`config.mk`:
```
export PLATFORM = sky130hd
export DESIGN_NAME = sdram_mport
export DESIGN_NICKNAME = d
export VERILOG_FILES = /design/src/rtl/sdram_mport.sv
export SDC_FILE = /design/constraint.sdc
export NUM_CORES = 1
export LEC_CHECK = 0
export ABC_CLOCK_PERIOD_IN_PS = 3100
export CAP_MARGIN = 20
export CORE_MARGIN = 2
export CORE_UTILIZATION = 28
export CTS_BUF_LIST = sky130_fd_sc_hd__clkbuf_4
export CTS_CLUSTER_DIAMETER = 60
export CTS_CLUSTER_SIZE = 10
export DETAILED_ROUTE_END_ITERATION = 8
export PLACE_DENSITY = 0.82
export SLEW_MARGIN = 20
export SYNTH_ARGS = -nofsm -noshare
export SYNTH_HDL_FRONTEND = slang
export SYNTH_SLANG_ARGS = --single-unit
export TNS_END_PERCENT = 30
```
`constraint.sdc`:
```
create_clock -name clk -period 3.1 [get_ports clk]
set_clock_uncertainty 0.2 [all_clocks]
set_input_delay 0.31 -clock clk [delete_from_list [all_inputs] [get_ports clk]]
set_output_delay 0.31 -clock clk [all_outputs]
set_load 0.01 [all_outputs]
```
`src/rtl/sdram_mport.sv`:
```
// N-channel round-robin front end for the single-port sdram controller.
// Optional: define SDRAM_MPORT_PRIO_EN for channel 0 strict priority.
module sdram_mport #(
  parameter int CHANNELS = 2,
  parameter int AW       = 24,
  parameter int DW       = 16,
  parameter int RD_DEPTH = 4
) (
  input  logic                          clk,
  input  logic                          rst_n,
  input  logic [CHANNELS-1:0]           ch_avalid,
  input  logic [CHANNELS-1:0]           ch_awe,
  input  logic [CHANNELS*AW-1:0]        ch_aaddr,
  input  logic [CHANNELS*DW-1:0]        ch_adata,
  output logic [CHANNELS-1:0]           ch_aready,
  output logic [DW-1:0]                 ch_bdata,
  output logic [CHANNELS-1:0]           ch_bvalid,
  output logic                          avalid,
  output logic                          awe,
  output logic [AW-1:0]                 aaddr,
  output logic [DW-1:0]                 adata,
  input  logic                          aready,
  input  logic [DW-1:0]                 bdata,
  input  logic                          bvalid,
  output logic [$clog2(RD_DEPTH):0]     rd_pending,
  output logic                          orphan_err
);

  localparam int CW = $clog2(CHANNELS);
  localparam int PW = $clog2(RD_DEPTH);

  typedef enum logic {S_IDLE, S_BUSY} state_t;

  state_t              r_state, w_state_nxt;
  logic [CW-1:0]       r_grant, r_rr, w_pick;
  logic                w_found;
  logic [CHANNELS-1:0] w_elig;
  logic [CW-1:0]       r_tag [RD_DEPTH];
  logic [PW-1:0]       r_wptr, r_rptr;
  logic [PW:0]         r_cnt;
  logic                r_orphan;
  logic                w_full, w_empty, w_acc, w_push, w_pop;

  assign w_full  = (r_cnt == (PW+1)'(RD_DEPTH));
  assign w_empty = (r_cnt == '0);
  // Reads wait while the tag FIFO is full; writes never do.
  assign w_elig  = ch_avalid & (ch_awe | {CHANNELS{~w_full}});
  assign w_acc   = (r_state == S_BUSY) && aready;
  assign w_push  = w_acc && !awe;
  assign w_pop   = bvalid && !w_empty;

  // First eligible channel after the rr pointer. In priority mode channel 0
  // wins outright; otherwise it is never eligible when the scan runs.
  always_comb begin
    int t;
    t       = 0;
    w_found = 1'b0;
    w_pick  = r_rr;
`ifdef SDRAM_MPORT_PRIO_EN
    if (w_elig[0]) begin
      w_found = 1'b1;
      w_pick  = '0;
    end
`endif
    for (int k = 1; k <= CHANNELS; k++) begin
      t = (int'(r_rr) + k) % CHANNELS;
      if (!w_found && w_elig[CW'(t)]) begin
        w_found = 1'b1;
        w_pick  = CW'(t);
      end
    end
  end

  always_comb begin
    w_state_nxt = r_state;
    avalid      = 1'b0;
    awe         = 1'b0;
    aaddr       = '0;
    adata       = '0;
    ch_aready   = '0;
    case (r_state)
      S_IDLE: if (w_found) w_state_nxt = S_BUSY;
      S_BUSY: begin
        avalid = 1'b1;
        for (int i = 0; i < CHANNELS; i++) begin
          if (r_grant == CW'(i)) begin
            awe          = ch_awe[i];
            aaddr        = ch_aaddr[i*AW +: AW];
            adata        = ch_adata[i*DW +: DW];
            ch_aready[i] = aready;
          end
        end
        if (aready) w_state_nxt = S_IDLE;
      end
      default: w_state_nxt = S_IDLE;
    endcase
  end

  always_ff @(posedge clk or negedge rst_n) begin
    if (!rst_n) begin
      r_state  <= S_IDLE;
      r_grant  <= '0;
      r_rr     <= CW'(CHANNELS-1);
      r_wptr   <= '0;
      r_rptr   <= '0;
      r_cnt    <= '0;
      r_orphan <= 1'b0;
    end else begin
      r_state <= w_state_nxt;
      if (r_state == S_IDLE && w_found) r_grant <= w_pick;
`ifdef SDRAM_MPORT_PRIO_EN
      if (w_acc && r_grant != '0) r_rr <= r_grant;
`else
      if (w_acc) r_rr <= r_grant;
`endif
      if (w_push) r_wptr <= r_wptr + 1'b1;
      if (w_pop)  r_rptr <= r_rptr + 1'b1;
      case ({w_push, w_pop})
        2'b10:   r_cnt <= r_cnt + 1'b1;
        2'b01:   r_cnt <= r_cnt - 1'b1;
        default: ;
      endcase
      if (bvalid && w_empty) r_orphan <= 1'b1;
    end
  end

  // Tag storage needs no reset: entries are only read while counted valid.
  always_ff @(posedge clk) begin
    if (w_push) r_tag[r_wptr] <= r_grant;
  end

  always_comb begin
    ch_bvalid = '0;
    if (w_pop) ch_bvalid[r_tag[r_rptr]] = 1'b1;
  end

  assign ch_bdata   = bdata;
  assign rd_pending = r_cnt;
  assign orphan_err = r_orphan;

endmodule

```
==> flow_summary.ini <==
[synth]
syn_avg_cell_area_um2 = 8.826
syn_nets = 276
yosys_warnings = 0
synth-seq-cells = 15
ys_seq_area_frac = 0.2707
syn_area_mm2 = 0.001465
synth_cells = 166
yosysUniqueCellTypes = 28

[placement]
dp_hpwl_mm = 3.855
port_buffers = 136
routabilityCongestion = 0.7803

[sta]
setup_viol = 0
relSlewSlack = 0.5154
fin_hold_ws_ns = 0.1469
fmax_ghz = 0.3772
rsz0062_at_grt = no
final.period_utilization = 0.8552
fin_crit_ns = 2.651
fin_tns_setup_ns = 0
worstMarginPinSlew_ns = 0.7269
slew_viol_final = 0
hold_viol_final = 0

[floorplanning]
initial_core_util = 0.2887
dieArea_mm2 = 0.005827
ios = 170
die_x_um = 76.34
die_h_um = 76.34
rows = 26
core_area_mm2 = 0.005075

[final_layout]
register_area_um2 = 397.9
nets = 393
drive_above_1_share = 0.03546
antenna_cells = 0
nFillCells = 484
multi_input_area_um2 = 874.6
final_core_util = 0.5503
area_delta_synth_final_pct = 90.61

[power]
vdd_drop_max_mv = 0.6005
power_leakage_nw = 1.183
p_per_area_mw_per_mm2 = 636.7

[global_route]
grt_pass1_vias = 1638
grt_max_degree = 48
antenna_found_initial = 0
grt_pass1_wl_mm = 7.790
gr-total-overflow = 0
grt_usage = 0.1607

[setup_path]
cp.arrival_ns = 2.14
cp_slowest_stage_delay_ns = 0.57
crit_path_start_kind = register
cp-end-kind = output pin
critical_path_class = register to output pin
crit_family = buffers and inverters
path_max_fanout = 47
cp_cell_sequence = buf_4, mux2i_1, nor2_1, clkdlybuf4s50_1
crit_required_ns = 2.59
cp_num_buf_inv = 2
crit_slowest_cell = buf_4

[clocking]
cts_inserted_buffers = 3
clock_latency_ns = 0.28
cts_max_level = 1
cts_root_buf = clkbuf_4
cts_buffer_depth = 2
postCtsResizedCells = 0
clock-sinks = 15
clkSlewWorstSetupHoldPaths_ns = 0.08
ctsHoldBuffers = 0
post_cts_buffers = 0
cts_tree = done

[detailed_routing]
wire_per_inst_um = 13.23
drtPass1Iterations = 4
ant_nets = 0
drc = 0
vias = 1519
via_per_inst = 4.315
wirelength_mm = 4.657
drt-initial-drc-count = 72

[worst_hold_path]
hp-class = primary input to async pin

[run]
drv_cap = 0

[outcome]
status = finished, final reports clean
worst register-to-register path: cells and delay by family (launching register included):
family                     cells  cell delay (ns)
and+or+nand+nor                2             0.39
muxes                          1             0.15
adders and majority gates      2             0.54
buffers and inverters          2             0.14
DFF                            1             0.41
xor gates and xnor gates       2             0.29
report_power, final:
part	internal, mW	switching, mW	leakage [nW]
clock network	0.0588	0.0610	0.0184
registers	0.294	0.0716	0.161
logic	0.732	0.560	1.00
total	1.09	0.693	1.18
metal layers:
| layer | track usage | up-vias | share of wire |
|---|---|---|---|
| met5 | 0 | - | 0 |
| met4 | 0.02545 | 0 | 0.0024 |
| met3 | 0.04621 | 2 | 0.083 |
| met2 | 0.3080 | 77 | 0.54 |
| met1 | 0.1772 | 676 | 0.37 |
| li1 | - | 764 | - |
path summary, 6_finish.rpt:
kind / from / end / slack (ns) / cells after the start
hold reg to reg: orphan_err$_DFFE_PN0P_ / orphan_err$_DFFE_PN0P_ / 0.26 / 1
setup reg to reg: r_grant$_DFFE_PN0P_ / rd_pending[2]$_DFFE_PN0P_ / 0.90 / 9
setup / recovery: r_grant$_DFFE_PN0P_ / aaddr[7] / 0.45 / 4
hold / removal: rst_n / r_rptr[1]$_DFFE_PN0P_ / 0.15 / 1
min in group clk: orphan_err$_DFFE_PN0P_ / orphan_err$_DFFE_PN0P_ / 0.26 / 1
max in group asynchronous: rst_n / r_grant$_DFFE_PN0P_ / 2.20 / 1
layout by cell type, fill, tap and decap left out:
master	instances
clkdlybuf4s50_1	136
o31a_1	1
dfrtp_2	1
and3_1	2
nand2b_1	1
nor2b_1	1
o21ai_0	1
nor4b_1	1
fa_1	1
and2_1	5
o22ai_1	1
ha_1	5
mux2_4	1
buf_4	2
clkinv_1	1
a21o_1	2
edfxtp_1	4
mux4_2	1
mux2i_1	42
nand2_1	2
nor2_1	43
inv_1	6
o31ai_1	1
dfstp_2	1
clkbuf_4	4
nor3_1	1
xor2_1	3
dfrtp_1	9
xnor2_1	3
synthesized netlist by cell type:
library cell  number  area share
nor3_1             1      0.0034
clkbuf_1           4       0.010
nor4b_1            1      0.0060
dfrtp_1           10        0.17
o22ai_1            1      0.0043
nand2b_1           1      0.0043
o31ai_1            1      0.0051
and2_1             5       0.021
o31a_1             1      0.0060
buf_4             17       0.087
nand2_1            2      0.0051
mux2_4             1       0.010
mux4_2             1       0.015
a21o_1             2       0.010
mux2i_1           42        0.29
dfstp_2            1       0.018
xor2_1             3       0.018
edfxtp_1           4       0.082
inv_1              6       0.015
and3_1             2      0.0085
xnor2_1            3       0.018
fa_1               1       0.014
o21ai_0            1      0.0034
clkinv_1           1      0.0026
nor2b_1            1      0.0043
buf_2              5       0.017
nor2_1            43        0.11
ha_1               5       0.043
state kept, by name, indices dropped and copies added, names as in the netlist:
register	count
orphan_err	1
r_grant	1
r_rptr	2
r_rr	1
r_state	1
r_tag	4
r_wptr	2
rd_pending	3
kinds of logic (layout without fill, tap and decap cells):
group / Yosys count / after routing / synth area share
flops: 15 / 15 / 0.2707
fa+ha+maj: 6 / 6 / 0.05636
buf+inv: 33 / 149 / 0.1324
compound gates: 6 / 6 / 0.02903
mux: 44 / 44 / 0.3125
xor+xnor: 6 / 6 / 0.03587
simple gates: 56 / 56 / 0.1631
through the flow:
stage                     instance area [um^2]  total power, mW  instances  setup WS [ns]
after floorplan                           1465            1.112        166         0.8357
after global placement                    2763            1.656        348         0.5834
after detailed placement                  2763            1.675        348         0.5269
after CTS                                 2793            1.805        352         0.4107
after global routing                      2793            1.934        352         0.3327
final                                     2793            1.778        352         0.4488
final cells by class:
| type | instances | area share |
|---|---|---|
| Timing Repair Buffer | 138 | 0.4928 |
| Multi-Input combinational cell | 118 | 0.3132 |
| Tap cell | 70 | 0.03136 |
| Sequential cell | 15 | 0.1425 |
| Clock buffer | 4 | 0.01075 |
| Inverter | 7 | 0.009409 |
No activity file was read; power rests on OpenSTA's default activity.
